### src/rtl/clk_div_monitor.sv
// clk_div_monitor: on-chip checker for a clock divider output.
// Samples the divided clock as data in the i_ref_clk domain, measures the
// period and high time between successive rising edges, and reports lock,
// mismatch against an expected ratio, and loss of toggling.
module clk_div_monitor #(
    parameter int MAX_DIV_BITS = 4,
    parameter int SYNC_STAGES  = 2,
    parameter int LOCK_CNT     = 3
) (
    input  logic                    i_ref_clk,
    input  logic                    i_rst,
    input  logic                    i_en,
    input  logic                    i_div_clk,
    input  logic [MAX_DIV_BITS-1:0] i_exp_ratio,
    output logic [MAX_DIV_BITS-1:0] o_ratio,
    output logic [MAX_DIV_BITS-1:0] o_high_cnt,
    output logic                    o_valid,
    output logic                    o_locked,
    output logic                    o_mismatch,
    output logic                    o_timeout
);

    localparam int W  = MAX_DIV_BITS;
    localparam int CW = MAX_DIV_BITS + 1;
    localparam int MW = $clog2(LOCK_CNT + 1);

    // Longest period we can measure; reaching it without an edge is a timeout.
    localparam logic [CW-1:0] THRESH   = CW'((2 ** MAX_DIV_BITS) - 1);
    localparam logic [MW-1:0] LOCK_VAL = MW'(LOCK_CNT);

    typedef enum logic [1:0] {
        ST_IDLE = 2'd0,
        ST_SYNC = 2'd1,
        ST_MEAS = 2'd2
    } state_t;

    state_t         r_state;
    state_t         w_state_next;

    logic           w_s;
    logic           r_s_q;
    logic           w_rise;

    logic [CW-1:0]  r_cnt;
    logic [W-1:0]   r_hcnt;
    logic [W-1:0]   r_ratio;
    logic [W-1:0]   r_high;
    logic           r_valid;
    logic [MW-1:0]  r_match;
    logic           r_locked;
    logic           r_mismatch;
    logic           r_timeout;

    logic           w_start;
    logic           w_period;
    logic           w_timeout;
    logic           w_advance;
    logic [MW-1:0]  w_match_next;
    logic           w_lock_next;

    // Input sampling chain; disable clears it so a re-enable never sees a stale edge.
    generate
        if (SYNC_STAGES > 0) begin : g_sync
            logic [SYNC_STAGES-1:0] r_sync;

            // Shift i_div_clk through SYNC_STAGES sampling flops.
            always_ff @(posedge i_ref_clk) begin
                // NOTE: sequential state always uses non-blocking assignments so every
                // flop samples pre-edge values regardless of statement order.
                if (i_rst || !i_en) begin
                    r_sync <= '0;
                end else begin
                    r_sync[0] <= i_div_clk;
                    for (int i = 1; i < SYNC_STAGES; i++) begin
                        r_sync[i] <= r_sync[i-1];
                    end
                end
            end

            assign w_s = r_sync[SYNC_STAGES-1];
        end else begin : g_nosync
            assign w_s = i_div_clk;
        end
    endgenerate

    // Delayed copy of the sampled level for rising-edge detection.
    always_ff @(posedge i_ref_clk) begin
        if (i_rst || !i_en) begin
            r_s_q <= 1'b0;
        end else begin
            r_s_q <= w_s;
        end
    end

    assign w_rise = w_s & ~r_s_q;

    // FSM state register.
    always_ff @(posedge i_ref_clk) begin
        if (i_rst || !i_en) begin
            r_state <= ST_IDLE;
        end else begin
            r_state <= w_state_next;
        end
    end

    // FSM next-state logic.
    always_comb begin
        // NOTE: defaulting every combinational output first keeps any missed
        // branch from inferring a latch.
        w_state_next = r_state;
        unique case (r_state)
            ST_IDLE: if (i_en) w_state_next = ST_SYNC;
            ST_SYNC: if (w_rise) w_state_next = ST_MEAS;
            ST_MEAS: if (!w_rise && (r_cnt == THRESH)) w_state_next = ST_SYNC;
            default: w_state_next = ST_IDLE;
        endcase
    end

    // FSM output decode: per-cycle measurement events and the next lock count.
    always_comb begin
        w_start      = (r_state == ST_SYNC) && w_rise;
        w_period     = (r_state == ST_MEAS) && w_rise;
        // A rise on the threshold cycle wins, so timeout needs the absence of rise.
        w_timeout    = (r_state != ST_IDLE) && !w_rise && (r_cnt == THRESH);
        w_advance    = (r_state != ST_IDLE) && !w_rise && (r_cnt != THRESH);
        w_match_next = MW'(1);
        if ((r_match != '0) && (r_cnt[W-1:0] == r_ratio)) begin
            w_match_next = (r_match == LOCK_VAL) ? r_match : r_match + 1'b1;
        end
        w_lock_next  = (w_match_next == LOCK_VAL);
    end

    // Period/high-time counters; the rise cycle is cycle 1 of the new period.
    always_ff @(posedge i_ref_clk) begin
        if (i_rst || !i_en) begin
            r_cnt  <= '0;
            r_hcnt <= '0;
        end else if (w_start || w_period) begin
            r_cnt  <= CW'(1);
            r_hcnt <= W'(w_s);
        end else if (w_timeout) begin
            r_cnt  <= '0;
            r_hcnt <= '0;
        end else if (w_advance) begin
            r_cnt  <= r_cnt + 1'b1;
            r_hcnt <= r_hcnt + W'(w_s);
        end
    end

    // Result, lock, mismatch and timeout reporting.
    always_ff @(posedge i_ref_clk) begin
        if (i_rst || !i_en) begin
            r_ratio    <= '0;
            r_high     <= '0;
            r_valid    <= 1'b0;
            r_match    <= '0;
            r_locked   <= 1'b0;
            r_mismatch <= 1'b0;
            r_timeout  <= 1'b0;
        end else begin
            r_valid <= w_period;
            if (w_period) begin
                r_ratio    <= r_cnt[W-1:0];
                r_high     <= r_hcnt;
                r_match    <= w_match_next;
                r_locked   <= w_lock_next;
                r_mismatch <= w_lock_next && (r_cnt[W-1:0] != i_exp_ratio);
                r_timeout  <= 1'b0;
            end else if (w_timeout) begin
                // Loss of toggling breaks the run of identical periods.
                r_match    <= '0;
                r_locked   <= 1'b0;
                r_mismatch <= 1'b0;
                r_timeout  <= 1'b1;
            end else begin
                // Tracks i_exp_ratio changes while locked.
                r_mismatch <= r_locked && (r_ratio != i_exp_ratio);
            end
        end
    end

    assign o_ratio    = r_ratio;
    assign o_high_cnt = r_high;
    assign o_valid    = r_valid;
    assign o_locked   = r_locked;
    assign o_mismatch = r_mismatch;
    assign o_timeout  = r_timeout;

endmodule
### config.mk
export PLATFORM = sky130hd
export DESIGN_NAME = clk_div_monitor
export DESIGN_NICKNAME = d
export VERILOG_FILES = /design/src/rtl/clk_div_monitor.sv
export SDC_FILE = /design/constraint.sdc
export NUM_CORES = 1
export LEC_CHECK = 0
export ABC_AREA = 1
export CAP_MARGIN = 15
export CORE_MARGIN = 2
export CORE_UTILIZATION = 52
export CTS_CLUSTER_SIZE = 40
export DETAILED_ROUTE_END_ITERATION = 16
export HOLD_SLACK_MARGIN = 0.02
export PLACE_DENSITY_LB_ADDON = 0.2
export SYNTH_ARGS = -nofsm -noshare
export SYNTH_HDL_FRONTEND = slang
export SYNTH_SLANG_ARGS = --single-unit
### constraint.sdc
create_clock -name i_ref_clk -period 2.06 [get_ports i_ref_clk]
set_input_delay 0.206 -clock i_ref_clk [delete_from_list [all_inputs] [get_ports i_ref_clk]]
set_output_delay 0.206 -clock i_ref_clk [all_outputs]
set_load 0.02 [all_outputs]
# [Yosys cells after proc, flatten, opt, wreduce, memory -nomap -nowiden]
# Index checks and enable logic that the tools add are counted.
[op_classes] n_addsub=3 eq_ne=12 mux=18 bitwise=2 n_reduce_logical=21
[ops] op="two-way mux 2 bit" count=7
[ops] op="two-way mux 1 bit" count=10
[ops] op="logical AND 1 bit" count=9
[ops] op="inequality test 4 bit" count=2
[ops] op="equality test 2 bit, second input constant" count=3
[ops] op="inequality test 2 bit, second input constant" count=3
[ops] op="case mux 2 bit (3 select lines)" count=1
[ops] op="nonzero test 2 bit" count=3
[ops] op="adder 5 x 1 -> 5 bit, second input constant" count=1
[ops] op="equality test 5 x 4 -> 1 bit, second input constant" count=1
[ops] op="inequality test 5 x 4 -> 1 bit, second input constant" count=1
[ops] op="adder 4 x 1 -> 4 bit" count=1
[ops] op="equality test 4 bit" count=1
[ops] op="AND reduction 3 bit" count=1
[ops] op="nonzero test 3 bit" count=1
[ops] op="OR reduction 3 bit" count=1
[ops] op="adder 2 x 1 -> 2 bit, second input constant" count=1
[ops] op="equality test 2 x 1 -> 1 bit, second input constant" count=1
[ops] op="zero test 1 bit" count=2
[ops] op="zero test 2 bit" count=1
[ops] op="logical OR 1 bit" count=2
[ops] op="OR reduction 2 bit" count=1
[ops] op="AND 1 bit" count=1
[ops] op="NOT 1 bit" count=1
[word_totals] regBits=28 output_inout_bits=12 wordCells=70

# [Longest topological paths before layout]
# Gate-level depths: netlist of the first run.
[logic_depth] ltp_word=8 ltp_mapped=11 depth_no_buf=11

# [Worst setup path before layout of the first run]
# No wires, ideal clock.
[synth_timing] path_kind="register to register" start="register r_cnt[0]" end="register r_hcnt[2]" setup_ns=0.115 arrival_time_ns=1.420 required_time_ns=1.945 path_slack_ns=0.526 stages_incl_launch_ff=11 period_less_slack_ns=1.534 cell_sequence="dfxtp_1 -> ha_1 -> inv_1 -> nor3_1 -> ha_1 -> inv_1 -> nand2_4 -> inv_6 -> nand2_2 -> xor2_1 -> nor2_2"
[synth_between] elab_chain_cells=3 elab_cells_between_ends=5 classes_between="eq/ne: 2; reduce/logical: 3"
[synth_rtl] item="start: declaration" line_no="44" rtl="logic [CW-1:0] r_cnt;"
[synth_rtl] item="start signal: assignment" line_no="145" rtl="r_cnt <= r_cnt + 1'b1;"
[synth_rtl] item="equality test 5 x 4 -> 1 bit" line_no="124" rtl="w_timeout = (r_state != ST_IDLE) && !w_rise && (r_cnt == THRESH);"
[synth_rtl] item="logical AND 1 bit" line_no="124"
[synth_rtl] item="OR reduction 3 bit (no line)"
[synth_rtl] item="end signal: assignment" line_no="140" rtl="r_hcnt <= W'(w_s);"
[synth_rtl] item="end signal: assignment" line_no="146" rtl="r_hcnt <= r_hcnt + W'(w_s);"
[synth_rtl] item="end: declaration" line_no="45" rtl="logic [W-1:0] r_hcnt;"
# Several ways; a longest one is shown, not always the timed one.
# A chain may end at the register's enable or synchronous reset.

# [Final worst setup path of the first run]
# Same ends and word-level chain as after synthesis.

==> impl_summary.md, run 1 <==
Status
The run finished with clean final reports.

Global routing
In the global route stage, overall resource usage came out at 0.2208. The initial antenna violation count is 0. The pin count of the biggest net entering global routing is 17.

The via count of the first global-routing pass came to about 1,100. Global routing finished with a remaining overflow of 0. The wire length of the first global-routing pass is 4657 um.

Pwr
For this design the static power due to leakage is between 0.6 and 0.7 nW. Of the total power, registers draw 0.565. The combinational group share of total power is 0.062. The switching fraction of total power is 0.2098. The cell area power density is 602.1 nW/um2. The net load switching power is between 0.2 and 0.25 mW. The peak supply drop is 426.2 uV. The internal portion of total power is 0.7679 mW.

Of the total power, the clock network draws 0.373.

Routing
Dividing the detail-routed via count by the number of cells gives 5.048. Signal routing reaches up to met4. The detailed-router iteration count before antenna repair is 4.

After detailed routing, the wire length on met1 is roughly 1200 um. After detailed routing, the met3 layer carries 192 um of wire. The iteration-0 DRC count of the detailed router is 29. In this run the remaining antenna-violating nets after routing total 0. In the detailed route, the total length drawn on met2 is 1358 um. In the final routed layout, each cell accounts on average for between 10 and 15 um. The overall via count from detail_route is about 1,200. After detailed routing, the total wire length is 2819 um.

The post-detailed-route DRC marker count is 0.

Final layout
Summing all multi-input logic gate instances after layout gives 644.4 um2. Of the cells placed in the final design, the portion with a size suffix greater than 1 is 0.1407. The total inserted antenna cells is 0. For this run, the share of the core covered by cells in the final layout is 0.6575. The layout overhead on the synthesized area is 21.01%. The layout has 222 filler cells. The post-layout net count is 212.

The number of standard cells in the final layout excluding fillers is about 230. The sequential cells in the finished layout cover a total of 560.5 um2.

Clock tree
CTS placed an instance of sky130_fd_sc_hd__clkbuf_4 at the clock tree root. The total number of H-tree levels is 1. TritonCTS built the clock tree. The clock latency on the worst-skew pair is 0.33 ns. The register clock-pin slew on the reported worst setup and hold paths is roughly 0.15 ns.

Buffers added to address setup during post-CTS repair amount to 0. The clock sink count is 28. Buffers inserted during clock tree synthesis total 3. The largest buffer count on any clock path is 2. Post-CTS repair changed the size of 0 cells.

After clock tree synthesis, the flow added hold-fix buffers numbering 0.

Timing
After layout, the minimum clock period comes to 1.744 ns. The count of final hold-check violations is 0. Headroom to the max-slew limit came out at 0.8017. The count of final max-slew check failures is 0.

The worst hold-check slack is 0.3747 ns. Setup repair after global routing left no endpoint under its margin. For the pin with the worst max-slew slack, the measured transition is 0.2952 ns. Of the available clock period, the critical path in the final layout requires 0.8468. Setup violations remaining at the end of the flow were counted as 0. Timing would allow up to about 0.57 GHz. The final sum of negative setup slack is 0 ns. Across the routed clock network, the largest skew measured is 0.004297 ns. In the post-route analysis, the smallest setup slack over all paths is 0.3156 ns.

Worst setup path
The number of cells traversed by the worst register-to-register path is 10. The slowest stage cell on the critical path is sky130_fd_sc_hd__dfxtp_1. The critical path depth is 10.

The capturing element type of the critical path is a flip-flop. In this run the worst path has a maximum fanout of 8. The kind of start point of the critical path is a flip-flop. The critical path required time is 2.31 ns. The worst setup path is of the reg2reg kind. On the worst path, the slowest cell contributes a delay of 0.48 ns. Walking the worst path, the cells encountered are ha_1 -> inv_1 -> nor3_1 -> ha_1 -> inv_1 -> nand2_4 -> inv_6 -> nand2_2 -> xor2_1 -> nor2_2. Data arrives at the worst endpoint at approximately 2.0 ns. The family of cells with the greatest summed delay on the critical path is flip-flops. Together, buffers and inverters on the worst path number 3.

Logic synthesis
After synthesis the cells add up to 1334 um2. The synthesized design spends more area on one cell type than any other, namely sky130_fd_sc_hd__dfxtp_1. Counting flops with an async set or reset pin after synthesis yields a share of 0.

Averaged over all synthesized cells, the footprint is 7.578 um2. The post-synthesis sequential element count is 28. The main flop type after synthesis is sky130_fd_sc_hd__dfxtp_1.

The most common cell in the netlist is sky130_fd_sc_hd__nand2_1. The synthesized instance count is 176. The share of Yosys cell area claimed by the top area cell type is 0.4203. The synthesis warning total is 0. In this run, distinct cell masters in the synthesized netlist total 21. For this run, the register share of the synthesized area comes to 0.4203.

After synthesis, the cell types taking the most area are sky130_fd_sc_hd__dfxtp_1, sky130_fd_sc_hd__nand2_1, sky130_fd_sc_hd__inv_1, sky130_fd_sc_hd__nor2_1, sky130_fd_sc_hd__xor2_1. The commonest cells after synthesis are sky130_fd_sc_hd__nand2_1, sky130_fd_sc_hd__dfxtp_1, sky130_fd_sc_hd__inv_1. Counting flops with a built-in enable in the synthesized netlist gives 0. The synthesized netlist net count is 188.

Floorplan
The initialized floorplan defines 18 standard-cell rows. The top-level I/O count is 20. The area of the die is 2986 um2. The initial utilization of the core area, before any placement, comes to 0.5433. The placeable core area is approximately 2500 um2. The x dimension of the die is 54.65 um. The height of the chip is ~55 um.

Placed design
The number of placed cells counting well taps is ~230. At the placement stage, the worst setup path has a slack of approximately 0.33 ns. The wire-length estimate of the detail-placed layout is 2183 um. The placer congestion estimate is 0.8243. Port buffering added 19 buffers.

Job
The tool flagged a number of max-cap violations equal to 0.

Hold path
The worst hold path belongs to the class in2reg. The worst hold path passes through 3 cells.
routing by layer:
metal / vias up / global-route usage
met1: 513 / 0.2706
met3: 7 / 0.02732
met4: 0 / 0.1042
met2: 40 / 0.3790
li1: 596 / -
met5: - / 0
power groups by stage:
stage               logic (mW)  clock network (mW)  registers, mW
finish                  0.0601               0.363          0.549
CTS                     0.0601               0.370          0.549
global route            0.0649               0.388          0.550
floorplan               0.0358                   0          0.560
global placement        0.0591                   0          0.561
detailed placement      0.0596                   0          0.561
cells by family after synthesis:
group | synth area share
simple gates | 0.2936
xor+xnor | 0.06566
flops | 0.4203
fa+ha+maj | 0.03752
buf+inv | 0.09663
compound gates | 0.08630
through the flow:
stage	total power, mW	area (um2)
floorplan	0.5956	1334
global placement	0.6197	1562
detailed placement	0.6204	1562
CTS	0.9793	1614
global route	1.003	1614
finish	0.9718	1614
cell usage in the layout, fill, tap and decap left out:
cell type                          n
sky130_fd_sc_hd__nand2_1          33
sky130_fd_sc_hd__dfxtp_1          28
sky130_fd_sc_hd__inv_1            25
sky130_fd_sc_hd__clkdlybuf4s50_1  19
sky130_fd_sc_hd__nor2_1           15
sky130_fd_sc_hd__nand3_1           8
sky130_fd_sc_hd__o21ai_0           8
sky130_fd_sc_hd__a21oi_1           8
sky130_fd_sc_hd__inv_2             7
sky130_fd_sc_hd__xor2_1            6
sky130_fd_sc_hd__nor3_1            5
sky130_fd_sc_hd__nor2_2            5
sky130_fd_sc_hd__nor2_4            4
sky130_fd_sc_hd__nand2_2           4
sky130_fd_sc_hd__o22ai_1           4
sky130_fd_sc_hd__xnor2_1           4
sky130_fd_sc_hd__ha_1              4
sky130_fd_sc_hd__clkbuf_4          3
sky130_fd_sc_hd__nand2_4           2
sky130_fd_sc_hd__o21ai_1           2
sky130_fd_sc_hd__nand4_1           2
sky130_fd_sc_hd__nand3_2           1
sky130_fd_sc_hd__inv_6             1
sky130_fd_sc_hd__bufinv_16         1
registers in the layout (all words and copies together), names as in the netlist:
signal and cells:
o_valid 1, o_locked 1, o_ratio 4, r_match 2, r_state 2, r_s_q 1, g_sync.r_sync 2, o_timeout 1
r_hcnt 4, o_high_cnt 4, o_mismatch 1, r_cnt 5
worst reg2reg max path: cells and delay by family (launching register included):
kind	cells	cell delay, ns
xor gates and xnor gates	1	0.19
adders and majority gates	2	0.42
buffers and inverters	3	0.19
DFF	1	0.48
and+or+nand+nor	4	0.37
path summary, 6_finish.rpt:
path | start | to | slack (ns)
setup / recovery | r_cnt[0] | r_hcnt[2] | 0.32
hold / removal | i_div_clk | g_sync.r_sync[0] | 0.37
setup reg to reg | r_cnt[0] | r_hcnt[2] | 0.32
hold reg to reg | g_sync.r_sync[0] | g_sync.r_sync[1] | 0.43
area by class of cell:
type,instances,area share
clock buffer,3,0.01395
clock inverter,1,0.01860
inverter,33,0.07985
multi-input combinational,115,0.3992
sequential,28,0.3473
tap,30,0.02326
timing repair buffer,19,0.1178
(Power assumes the default switching activity.)
==> run 2: changes to the inputs <==
Settings changed: CORE_UTILIZATION 52 to 47.
Clock period 2.06 ns to 1.4 ns, I/O delays scaled along.
==> impl_summary.md, run 2 (synthesized netlist as in run 1, its figures left out) <==
Final layout
The post-layout net count is 226 (+6.6%). The layout filler cell count was 221 (-0.45%). Leaving out fill and tap cells, the most frequent cell in the layout is sky130_fd_sc_hd__nand2_1. The share of post-route cells with drive strength above 1 is 0.2911 (+0.1504). The layout overhead on the synthesized area is 38.18%. The library cells used most frequently in the layout, excluding fill and tap cells, are sky130_fd_sc_hd__nand2_1, sky130_fd_sc_hd__dfxtp_1, sky130_fd_sc_hd__inv_1.

The final design instance area without fill is 1843 um2 (+14%). The total inserted antenna cells came to 0 (unchanged). The most flop-heavy register is r_cnt. The flip-flop count of the largest register, all copies and words added is 5 (unchanged).

Timing
The transition time of the tightest slew-check pin is 0.2773 ns (-0.01789 ns). The final clock period utilization by the worst path is 1.045 (+0.1977). The total setup violations reported at the end of the flow is 10 (+10). The count of final hold-check violations is 0 (unchanged). The remaining max-slew budget at the tightest pin is 0.8137 (+0.01202).

Setup repair after global routing could not meet its margin everywhere. The final worst-path setup slack is -0.06234 ns (-0.3779 ns). The final clock skew is 0.01350 ns (+0.009205 ns). The fmax is 0.6838 GHz (+19%).

The count of final max-slew check failures is 0 (unchanged). The final sum of negative setup slack is -0.2861 ns (-0.2861 ns). The shortest period the worst path allows was 1.462 ns (-0.2821 ns).

Placed design
The placer congestion estimate is 0.8196 (-0.57%). The pre-CTS worst setup slack is -0.06934 ns (-0.4005 ns). The total of buffers placed on input and output ports is 19 (unchanged). The placed cell area is 1650 um2 (+5.7%). The half-perimeter wire length after detailed placement was 2182 um (about the same).

Clock tree
The largest buffer count on any clock path is 2 (unchanged). The quantity of hold-fixing buffers added after cts is 0 (unchanged). The tree is rooted in a sky130_fd_sc_hd__clkbuf_4. The total number of H-tree levels is 1 (unchanged). The clock sink count is 28 (unchanged). The number of buffers added by the clock tree synthesis step was 3 (unchanged).

The TritonCTS clock tree is built. The clock latency on the worst-skew pair came to 0.36 ns (+0.03 ns). The register clock-pin slew on the reported worst setup and hold paths was 0.16 ns (about the same).

Worst setup path
Walking the worst path, the cells encountered are ha_4 -> inv_4 -> nor3_4 -> ha_4 -> nand2_2 -> nand2_2 -> inv_2 -> nand2_2 -> nor2_1 -> nor2_1 -> nor2_1. STA classifies the critical path endpoint as a flip-flop. The worst-path maximum fanout came to 3 (-5). The slowest stage cell on the critical path is sky130_fd_sc_hd__dfxtp_4.

The kind of start point of the critical path is a flip-flop. The critical path required time is 1.66 ns (-0.65 ns). The delay of the slowest cell on the worst path came to 0.40 ns (-0.08 ns). The worst endpoint data arrival time came to 1.72 ns (-0.28 ns). By startpoint and endpoint, the worst setup path is classified as reg2reg.

Routing
The count of nets left with antenna violations after detail routing is 0 (unchanged). The iteration-0 DRC count of the detailed router is 37 (+28%). The post-detailed-route DRC marker count is 0 (unchanged).

The detailed-router iteration count before antenna repair is 4 (unchanged). The overall routed net length is 3266 um (+16%). The via density per instance is 5.041 (-0.14%). The mean routed wirelength per cell was 13.39 um (+8.7%). The overall via count from detail_route was 1,230 (+6.4%).

Global routing
The pin count of the biggest net entering global routing was 17 (unchanged). The global router's overall resource usage is 0.2018 (-0.01897). The total congestion overflow is 0 (unchanged). The global-route met1 utilization is 0.2393 (-0.03127). The global-route track usage on met3 is 0.02721 (-0.0001115). The wire length of the first global-routing pass is 4981 um (+7.0%). The initial antenna violation count is 0 (unchanged). met2 is the most crowded layer.

The met2 layer usage reported by global route is 0.3514 (-0.02757). The via count of the first global-routing pass came to 1,140 (+3.9%).

Floorplan
The x dimension of the die is 57.27 um (+4.8%). The height of the chip is 57.27 um (+4.8%). The site row count is 19 (+1). The top-level I/O count is 20 (unchanged). The area of the die was 3280 um2 (+9.8%). The starting density of the core is 0.4879 (-0.05545). The placeable core area came to 2734 um2 (+11%).

Status
The final reports fail on setup timing. The flow ran to the end, but the final reports show violations.

Pwr
The leakage power figure is 0.8260 nW (+27%). The cell area power density is 762.6 nW/um2 (+27%). The overall power is 1.405 mW (+45%). The peak supply drop was 532.6 uV (+25%).

Job
The total of max-cap violations is 0 (unchanged).

Hold path
The min-delay analysis places its worst path in the category in2reg.
==> run 2: changes by cell type in the layout (fill, tap and decap cells not counted), sizes merged <==
cell	delta
buf	+14
bufinv	-1
clkbuf	+1
clkdlybuf4s50	-12
dlygate4sd2	+12
==> run 2: metrics by stage <==
step	utilization	instances	hold WS (ns)
finish	0.6741	244	0.2953
global route	0.6741	244	0.3308
CTS	0.6371	243	0.2971
detailed placement	0.6037	236	0.4030
global placement	0.6037	236	0.3965
floorplan	-	176	0.2522
==> run 2: path summary, 6_finish.rpt <==
kind	startpoint	cells after the start	end	slack, ns
setup / recovery	r_cnt[0]	11	o_mismatch	-0.06
hold / removal	i_div_clk	3	g_sync.r_sync[0]	0.30
setup reg to reg	r_cnt[0]	11	o_mismatch	-0.06
hold reg to reg	g_sync.r_sync[0]	2	g_sync.r_sync[1]	0.42
==> run 2: area by class of cell <==
class	count	area, um2	area share
Inverter	33	136.4	0.07400
Tap cell	31	38.79	0.02105
Clock buffer	4	47.55	0.02580
Multi-Input combinational cell	115	762.0	0.4134
Sequential cell	28	565.5	0.3069
Timing Repair Buffer	33	292.8	0.1589
==> run 2: per-layer routing <==
layer	wire, um	vias to the layer above
met1	1402	574
met4	103	0
met3	88	7
met5	0	-
li1	-	623
met2	1672	26
==> run 2: power breakdown <==
part / switching [mW] / leakage (nW) / internal (mW)
sequential: 0.00516 / 0.227 / 0.801
combinational: 0.0666 / 0.573 / 0.0573
clock: 0.256 / 0.0261 / 0.219
==> run 2: worst max-delay path, delay by kind of cell, from the launching register on <==
family | cells | cell delay, ns
flip-flops | 1 | 0.40
AND/OR/NAND/NOR | 7 | 0.55
buffers and inverters | 2 | 0.08
adder cells (fa/ha/maj) | 2 | 0.34
==> run 2: timing repair <==
item	in CTS	in global routing
pin swaps	6	7
endpoints found under the setup margin	21	15
cloned	0	0
resized for setup	22	24
buffers inserted	3	1
==> run 3: changes to the inputs <==
Settings changed: CORE_ASPECT_RATIO set to 0.7, CORE_UTILIZATION 47 to 40.
==> impl_summary.md, run 3 (synthesized netlist as in run 1, its figures left out) <==
Clock tree
TritonCTS built the clock tree. The register clock-pin slew on the reported worst setup and hold paths is 0.10 ns (-0.06 ns). The total number of H-tree levels is 1 (unchanged).

The largest buffer count on any clock path is 2 (unchanged). The number of buffers added by the clock tree synthesis step is 3 (unchanged). The tree is rooted in a sky130_fd_sc_hd__clkbuf_8.

The quantity of hold-fixing buffers added after cts is 0 (unchanged). The clock latency on the worst-skew pair was 0.27 ns (-0.09 ns). The clock sink count is 28 (unchanged).

Placed design
The half-perimeter wire length after detailed placement was 2337 um (+7.1%). The pre-CTS worst setup slack is -0.04657 ns (+0.02276 ns). The placer congestion estimate is 0.8731 (+6.5%).

The total of buffers placed on input and output ports is 19 (unchanged).

Worst setup path
The launch instance of the worst register-to-register path is r_cnt[0]. The worst setup path is launched from a flip-flop. The critical path required time is 1.57 ns (-0.09 ns). The cell repeated most along the worst path is sky130_fd_sc_hd__ha_4.

The worst-path maximum fanout was 7 (+4). The family of cells with the greatest summed delay on the critical path is flip-flops. The critical path class is reg2reg. The worst endpoint data arrival time is 1.67 ns (-0.05 ns). Walking the worst path, the cells encountered are ha_4 -> inv_4 -> nor3_4 -> ha_4 -> inv_2 -> nand2_4 -> inv_6 -> nand2_2 -> xor2_1 -> nor2_2.

The combined buffer and inverter count along the critical path is 3 (+1). The launch point of the worst path is r_cnt[0]. The slowest stage cell on the critical path is sky130_fd_sc_hd__dfxtp_4. The delay of the slowest cell on the worst path is 0.37 ns (-0.03 ns). The capturing element type of the critical path is a flip-flop.

Routing
The overall routed net length is 3197 um (-2.1%). The via density per instance is 4.863 (-3.5%). The count of nets left with antenna violations after detail routing is 0 (unchanged). The iteration-0 DRC count of the detailed router is 48 (+30%). The detailed-router iteration count before antenna repair was 4 (unchanged). The overall via count from detail_route is 1,211 (-1.5%). The mean routed wirelength per cell is 12.84 um (-4.1%). The post-detailed-route DRC marker count is 0 (unchanged).

Timing
The final clock skew is 0.008026 ns (-0.005476 ns). The worst hold-check slack was 0.3865 ns (+0.09121 ns). Setup repair after global routing could not meet its margin everywhere. The total setup violations reported at the end of the flow is 2 (-8). The final clock period utilization by the worst path is 1.077 (+0.03256).

The transition time of the tightest slew-check pin is 0.2430 ns (-0.03429 ns). The count of final max-slew check failures came to 0 (unchanged). The remaining max-slew budget at the tightest pin is 0.8367 (+0.02304). The final worst-path setup slack is -0.1079 ns (-0.04559 ns). The shortest period the worst path allows is 1.508 ns (+0.04559 ns).

The count of final hold-check violations was 0 (unchanged). The fmax is 0.6632 GHz (-3.0%).

Final layout
The share of post-route cells with drive strength above 1 is 0.2844 (-0.006720). The post-layout net count is 224 (-0.88%). The area of the multi-input gates was 738.2 um2 (-3.1%). In the layout the commonest cells are sky130_fd_sc_hd__nand2_1, sky130_fd_sc_hd__dfxtp_1, sky130_fd_sc_hd__inv_1. Leaving out fill and tap cells, the most frequent cell in the layout is sky130_fd_sc_hd__nand2_1.

The layout overhead on the synthesized area is 37.43%. Counting flops per register, the top entry is r_cnt. The flip-flop count of the largest register, all copies and words added came to 5 (unchanged). The area taken by flip-flops and latches is 566.8 um2 (+0.22%). The layout filler cell count is 275 (+24%). The total inserted antenna cells is 0 (unchanged).

Global routing
The global router's overall resource usage is 0.1778 (-0.02399). The initial antenna violation count came to 0 (unchanged). The total congestion overflow came to 0 (unchanged). The wire length of the first global-routing pass is 5195 um (+4.3%). The via count of the first global-routing pass is 1,145 (+0.44%).

The pin count of the biggest net entering global routing is 16 (-1).

Job
The total of max-cap violations came to 0 (unchanged).

Hold path
The type of the worst min-delay path is in2reg. The startpoint of the worst hold path is i_div_clk.

Floorplan
The x dimension of the die was 73.02 um (+28%). The site row count came to 17 (-2). The starting density of the core is 0.4208 (-0.06703).

The area of the die is 3820 um2 (+16%). The top-level I/O count is 20 (unchanged). The placeable core area was 3169 um2 (+16%). The height of the chip is 52.32 um (-8.7%).

Pwr
The leakage power figure is 0.8712 nW (+5.5%). The peak supply drop is 472.5 uV (-11%). The cell area power density is 772.6 nW/um2 (+1.3%).

Status
The final reports fail on setup timing. The flow ran to the end, but the final reports show violations.
-- run 3: changes by cell type in the layout (fill, tap and decap cells not counted), sizes merged --
cell,change
clkdlybuf4s50,+2
dlymetal6s2s,+6
buf,-2
dlygate4sd2,-8
-- run 3: metrics by stage --
step,util,cells,power (mW),setup TNS (ns),area (um2)
after floorplan,-,176,0.8759,0,1346
after global placement,0.5235,243,0.9194,-0.001082,1659
after detailed placement,0.5235,243,0.9223,-0.09222,1659
after CTS,0.5511,249,1.434,-0.04316,1747
after global routing,0.5784,249,1.486,-0.6560,1833
final,0.5784,249,1.416,-0.1157,1833
-- run 3: worst paths after layout --
path / slack, ns / endpoint / cells past startpoint
worst max-delay path: -0.11 / r_hcnt[2] / 10
worst min-delay path: 0.39 / g_sync.r_sync[0] / 3
worst max register to register: -0.11 / r_hcnt[2] / 10
worst min register to register: 0.42 / g_sync.r_sync[1] / 2
-- run 3: final cells by class --
cell class	count	share of cell area
well taps	38	0.02594
repair buffers	31	0.1604
multi-input cells	115	0.4027
inverters	33	0.07167
clock buffers	4	0.03003
flip-flops and latches	28	0.3092
-- run 3: what timing repair did --
action	4_1_cts	5_1_grt
pin swaps	3	8
endpoints found under the setup margin	10	18
setup buffers	2	0
gates resized for setup	11	29
-- run 3: tightest hold or removal path, cell delays in order --
cell                              delay [ns]
sky130_fd_sc_hd__clkdlybuf4s50_1        0.40
sky130_fd_sc_hd__inv_1                  0.05
sky130_fd_sc_hd__nor2_1                 0.04
-- run 3: power by group --
group	total [mW]	switching [mW]	internal, mW	leakage [nW]
Sequential	0.805	0.00503	0.800	0.228
Combinational	0.116	0.0628	0.0527	0.615
Clock	0.496	0.244	0.252	0.0288
-- run 3: per-layer routing --
metal | global-route usage | wire length, um | share of wire
met1 | 0.2374 | 1584 | 0.50
met2 | 0.2883 | 1500 | 0.47
met3 | 0.04808 | 96 | 0.030
met4 | 0.03704 | 14 | 0.0044
met5 | 0 | 0 | 0
